## src/rtl/dac_ctrl_pkg.sv

```systemverilog
// Shared definitions for the AD7302 DAC bus arbiter: state encoding, channel
// codes, default phase timing and the latched DAC word.
package dac_ctrl_pkg;

  localparam int unsigned DATA_W = 8;

  localparam int unsigned DEF_SETUP_CYC = 2;
  localparam int unsigned DEF_WR_CYC    = 3;
  localparam int unsigned DEF_HOLD_CYC  = 2;

  localparam logic CH_A = 1'b0;
  localparam logic CH_B = 1'b1;

  typedef enum logic [1:0] {
    ST_IDLE  = 2'd0,
    ST_SETUP = 2'd1,
    ST_WRITE = 2'd2,
    ST_HOLD  = 2'd3
  } state_e;

  // Sample and output select as presented on the DAC pins.
  typedef struct packed {
    logic              sel;
    logic [DATA_W-1:0] data;
  } dac_word_t;

  function automatic int unsigned max3(input int unsigned a, input int unsigned b,
                                       input int unsigned c);
    int unsigned m;
    m = (a > b) ? a : b;
    return (m > c) ? m : c;
  endfunction

endpackage

```

## src/rtl/rr_arb2.sv

```systemverilog
// Two-requester round-robin arbiter; the pointer names the channel preferred
// when both request and moves only when a grant is accepted.
module rr_arb2
  import dac_ctrl_pkg::*;
(
  input  logic       clk,
  input  logic       rst_n,
  input  logic [1:0] req,
  input  logic       accept,
  output logic [1:0] grant
);

  logic ptr_q;

  always_comb begin
    grant = 2'b00;
    case (req)
      2'b01:   grant = 2'b01;
      2'b10:   grant = 2'b10;
      2'b11:   grant = (ptr_q == CH_A) ? 2'b01 : 2'b10;
      default: grant = 2'b00;
    endcase
  end

  // After serving a channel, prefer the other one on the next contention.
  always_ff @(posedge clk or negedge rst_n) begin
    if (!rst_n) begin
      ptr_q <= CH_A;
    end else if (accept) begin
      ptr_q <= grant[0] ? CH_B : CH_A;
    end
  end

endmodule

```

## src/rtl/dac_ad7302_arbiter.sv

```systemverilog
// Shares the AD7302 DAC bus between channel A and B sources: round-robin
// accept, then SETUP / WRITE (DAC_WRN low) / HOLD phases from cycle counts.
module dac_ad7302_arbiter
  import dac_ctrl_pkg::*;
#(
  parameter int unsigned SETUP_CYC = DEF_SETUP_CYC,
  parameter int unsigned WR_CYC    = DEF_WR_CYC,
  parameter int unsigned HOLD_CYC  = DEF_HOLD_CYC
) (
  input  logic              clk,
  input  logic              rst_n,
  input  logic              a_valid,
  input  logic [DATA_W-1:0] a_data,
  output logic              a_ready,
  input  logic              b_valid,
  input  logic [DATA_W-1:0] b_data,
  output logic              b_ready,
  output logic [DATA_W-1:0] DAC_D,
  output logic              DAC_WRN,
  output logic              DAC_A_B,
  output logic              busy,
  output logic [DATA_W-1:0] last_a,
  output logic [DATA_W-1:0] last_b
);

  localparam int unsigned CNT_W = $clog2(max3(SETUP_CYC, WR_CYC, HOLD_CYC) + 1);

  state_e            state_q, state_d;
  logic [CNT_W-1:0]  cnt_q, cnt_d;
  dac_word_t         word_q, word_d;
  logic              wrn_q, wrn_d;
  logic [DATA_W-1:0] last_a_q, last_a_d;
  logic [DATA_W-1:0] last_b_q, last_b_d;
  logic [1:0]        grant;
  logic              idle;
  logic              accept;
  logic              cnt_last;

  assign idle     = (state_q == ST_IDLE);
  assign accept   = idle & (|grant);
  assign cnt_last = (cnt_q == CNT_W'(1));

  rr_arb2 u_arb (
    .clk    (clk),
    .rst_n  (rst_n),
    .req    ({b_valid, a_valid}),
    .accept (accept),
    .grant  (grant)
  );

  // Next-state and next-output logic; every phase ends when its counter reaches 1.
  always_comb begin
    state_d  = state_q;
    cnt_d    = cnt_q;
    word_d   = word_q;
    wrn_d    = wrn_q;
    last_a_d = last_a_q;
    last_b_d = last_b_q;
    case (state_q)
      ST_IDLE: begin
        if (accept) begin
          state_d     = ST_SETUP;
          cnt_d       = CNT_W'(SETUP_CYC);
          word_d.sel  = grant[1] ? CH_B : CH_A;
          word_d.data = grant[1] ? b_data : a_data;
        end
      end
      ST_SETUP: begin
        if (cnt_last) begin
          state_d = ST_WRITE;
          cnt_d   = CNT_W'(WR_CYC);
          wrn_d   = 1'b0;
        end else begin
          cnt_d = cnt_q - CNT_W'(1);
        end
      end
      ST_WRITE: begin
        if (cnt_last) begin
          state_d = ST_HOLD;
          cnt_d   = CNT_W'(HOLD_CYC);
          wrn_d   = 1'b1;
          if (word_q.sel == CH_B) begin
            last_b_d = word_q.data;
          end else begin
            last_a_d = word_q.data;
          end
        end else begin
          cnt_d = cnt_q - CNT_W'(1);
        end
      end
      ST_HOLD: begin
        if (cnt_last) begin
          state_d = ST_IDLE;
          cnt_d   = '0;
        end else begin
          cnt_d = cnt_q - CNT_W'(1);
        end
      end
      default: begin
        state_d = ST_IDLE;
        cnt_d   = '0;
        wrn_d   = 1'b1;
      end
    endcase
  end

  always_ff @(posedge clk or negedge rst_n) begin
    if (!rst_n) begin
      state_q  <= ST_IDLE;
      cnt_q    <= '0;
      word_q   <= '0;
      wrn_q    <= 1'b1;
      last_a_q <= '0;
      last_b_q <= '0;
    end else begin
      state_q  <= state_d;
      cnt_q    <= cnt_d;
      word_q   <= word_d;
      wrn_q    <= wrn_d;
      last_a_q <= last_a_d;
      last_b_q <= last_b_d;
    end
  end

  assign a_ready = idle & grant[0];
  assign b_ready = idle & grant[1];
  assign DAC_D   = word_q.data;
  assign DAC_A_B = word_q.sel;
  assign DAC_WRN = wrn_q;
  assign busy    = ~idle;
  assign last_a  = last_a_q;
  assign last_b  = last_b_q;

endmodule

```

## config.mk

```make
export PLATFORM = sky130hd
export DESIGN_NAME = dac_ad7302_arbiter
export DESIGN_NICKNAME = d
export VERILOG_FILES = /design/src/rtl/dac_ctrl_pkg.sv /design/src/rtl/rr_arb2.sv /design/src/rtl/dac_ad7302_arbiter.sv
export SDC_FILE = /design/constraint.sdc
export NUM_CORES = 1
export LEC_CHECK = 0
export CAP_MARGIN = 20
export CORE_MARGIN = 2
export CORE_UTILIZATION = 44
export DETAILED_ROUTE_END_ITERATION = 12
export PLACE_DENSITY_LB_ADDON = 0.3
export SETUP_SLACK_MARGIN = 0.2
export SLEW_MARGIN = 25
export SYNTH_ARGS = -nofsm -noshare
export SYNTH_HDL_FRONTEND = slang
export SYNTH_SLANG_ARGS = --single-unit
```

## constraint.sdc

```tcl
create_clock -name clk -period 2.07 [get_ports clk]
set_input_delay 0.3105 -clock clk [delete_from_list [all_inputs] [get_ports clk]]
set_output_delay 0.3105 -clock clk [all_outputs]
set_load 0.005 [all_outputs]
```

==> reports/qor.yml <==
insertion_delay_ps: 330
drt_iter0_markers: 35
use_met1_pct: 24.3
setup_tns_ps: 0
grt_pass1_vias: 1192
synth-seq-cells: 31
switching_share_pct: 32.5
finalMaxSlewViolations: 0
critPathBufInv: 3
path_class: "reg -> out"
p_per_area_nw_per_um2: 1500
area_growth_pct: 48.4
dieArea_um2: 3700
antenna_found_initial: 0
ys_types: 29
drive_gt1_share_pct: 23.6
worstPathMaxFanout: 5
synth_cells: 117
hold_buffers: 0
place.gp.congestion: 0.748
clock_path_buffers: 2
hold_viol_final: 0
vias: 1178
end_kind: "output pin"
portBuffers: 48
ir_worst_vdd_mv: 0.950
p_int_uw: 2140
synthFlopType: "dfrtp_1"
numCtsBuffers: 5
final_antenna_net_count: 0
crit_chain: "inv_2, ha_4, inv_1, clkdlybuf4s50_1"
synth_common_cells: "30 x dfrtp_1, 16 x mux2_2, 13 x nor2_1"
route.detailed.drc: 0
ys_seq_area_share_pct: 54.7
seqPwrFrac_pct: 35.4
final_cells: 222
cts.clk_slew.worst_paths_ps: 90
rows: 20
tritoncts: "done"
relSlewSlack_pct: 74.1
die_x_um: 60.8
synth_edf_count: 0
ios: 49
status: "complete, no violations"
overflow: 0
dr.pass1.iters: 4
yosysWarnings: 0
setup_viol: 0
clkPwrFrac_pct: 15.6
max-cap-violations: 0
die_h_um: 60.8
slowest_delay_ps: 490
synth_area_per_cell_um2: 12.1
switchingPower_uw: 1030
path_delay_family: "buffers and inverters"
grt_max_degree: 32
avgViaCountPerCell: 5.31
finalWirelength_mm: 3.63
cts_max_level: 2
startpoint_type: "register"
route.detailed.wl_per_inst_um: 16.4
coreArea_um2: 3050
n_antenna_cell: 0
min_period_ps: 1800
final_net_count: 205
grt_pass1_wl_mm: 5.72
async_reset_ff_share_pct: 100
slowest_stage: "clkdlybuf4s50_1"
max_slew.worst_pin.slew_ps: 389
use_met3_pct: 7.04
critPathRequiredTime_ps: 1760
min_path_type: "in -> async"
cts_sinks: 31
cts-root-buf: "clkbuf_4"
cp.arrival_ps: 1490
grt_use_total_pct: 22.4
post-route-period-util_pct: 86.9
leakage_uw: 0.000939
netlist_area_um2: 1420
skew_ps: 10.8
grt.busiest_layer: "met2"
max_freq_mhz: 556
start_util_pct: 46.6
p_comb_share_pct: 49.1
synth_area_leader_cell: "dfrtp_1"
yosysMostFrequentCell: "dfrtp_1"
post-place-cells: 210
hpwlAfterDp_mm: 2.62
synth_top_area_share_pct: 52.8
met2_usage_pct: 38.9
syn_nets: 145
synthTopCellsByArea: "dfrtp_1 53%, mux2_2 13%, ha_1 7.0%"
rsz0062_at_grt: "false"
==> worst reg2reg max path, cell delays in order (launching register included) <==
cell and delay (ps):
dfrtp_1 400, inv_2 110, ha_4 160, or3b_4 410, o21ai_2 100, mux2_1 330
==> metal layers <==
layer | up-vias | part of all wire, % | wire length (um)
li1 | 543 | - | -
met1 | 576 | 37 | 1340
met2 | 44 | 53 | 1910
met3 | 15 | 6.4 | 231
met4 | 0 | 3.9 | 143
met5 | - | 0 | 0
==> timing repair <==
| action | 4_1_cts | 5_1_grt |
|---|---|---|
| gates resized for setup | 6 | 1 |
| endpoints found under the setup margin | 3 | 3 |
| buffers inserted | 2 | 2 |
| cloned | 0 | 0 |
| pin swaps | 1 | 1 |
==> state kept, by name, indices dropped and copies added (netlist names) <==
signal and flops:
last_a 8, u_arb.ptr_q 1, state_q 2, DAC_A_B 1, last_b 8, DAC_D 8, DAC_WRN 1, cnt_q 2
==> metrics by stage <==
step | area (um^2) | hold slack [ps] | worst slack (ps) | power, uW | util [%]
after floorplan | 1420 | 14.9 | 427 | 1810 | -
after global placement | 1980 | 487 | 143 | 2510 | 64.8
after detailed placement | 1980 | 494 | 113 | 2600 | 64.8
after CTS | 2090 | 362 | 18.1 | 3170 | 68.5
after global routing | 2110 | 383 | 201 | 3410 | 69.1
final | 2110 | 360 | 271 | 3170 | 69.1
==> final cells by class <==
type,instances,area [um^2]
timing repair buffer,57,549
tap,44,55.1
clock buffer,6,51.3
fill,258,943
inverter,6,22.5
multi-input combinational,76,619
sequential,31,777
clock inverter,2,35.0
==> layout by cell type, fill, tap and decap left out, types with 2 or more instances in the layout <==
cell / synthesis / final
buf_4: 0 / 9
clkdlybuf4s50_1: 0 / 46
nor3_1: 9 / 9
dfrtp_1: 30 / 30
o32ai_1: 8 / 8
clkbuf_4: 0 / 5
nand2_1: 4 / 4
inv_2: 0 / 2
mux2_2: 16 / 16
inv_1: 6 / 4
nor2_1: 13 / 12
ha_1: 8 / 7
==> power by group through the flow <==
stage	clock [uW]	combinational (uW)	sequential [uW]
3_3_place_gp	0	1400	1110
3_5_place_dp	0	1470	1140
6_report	492	1550	1120
2_1_floorplan	0	683	1120
4_1_cts	504	1540	1120
5_1_grt	530	1710	1170
==> cells by family after synthesis <==
group | count (synthesis) | synth area share, %
and+or+nand+nor | 32 | 11.3
buffers and inverters | 10 | 2.82
DFF | 31 | 54.7
AOI/OAI and AO/OA | 18 | 10.0
adders and majority gates | 8 | 7.04
muxes | 18 | 14.2
==> final timing paths <==
check | endpoint | depth (start not counted) | slack [ps] | start
max | busy | 4 | 270 | state_q[1]
min | last_b[6] | 2 | 360 | rst_n
max reg2reg | state_q[1] | 5 | 450 | state_q[0]
min reg2reg | last_a[5] | 1 | 510 | last_a[5]
max in group asynchronous | DAC_WRN | 2 | 1390 | rst_n
min in group clk | last_a[5] | 1 | 510 | last_a[5]
(Power assumes the default switching activity.)
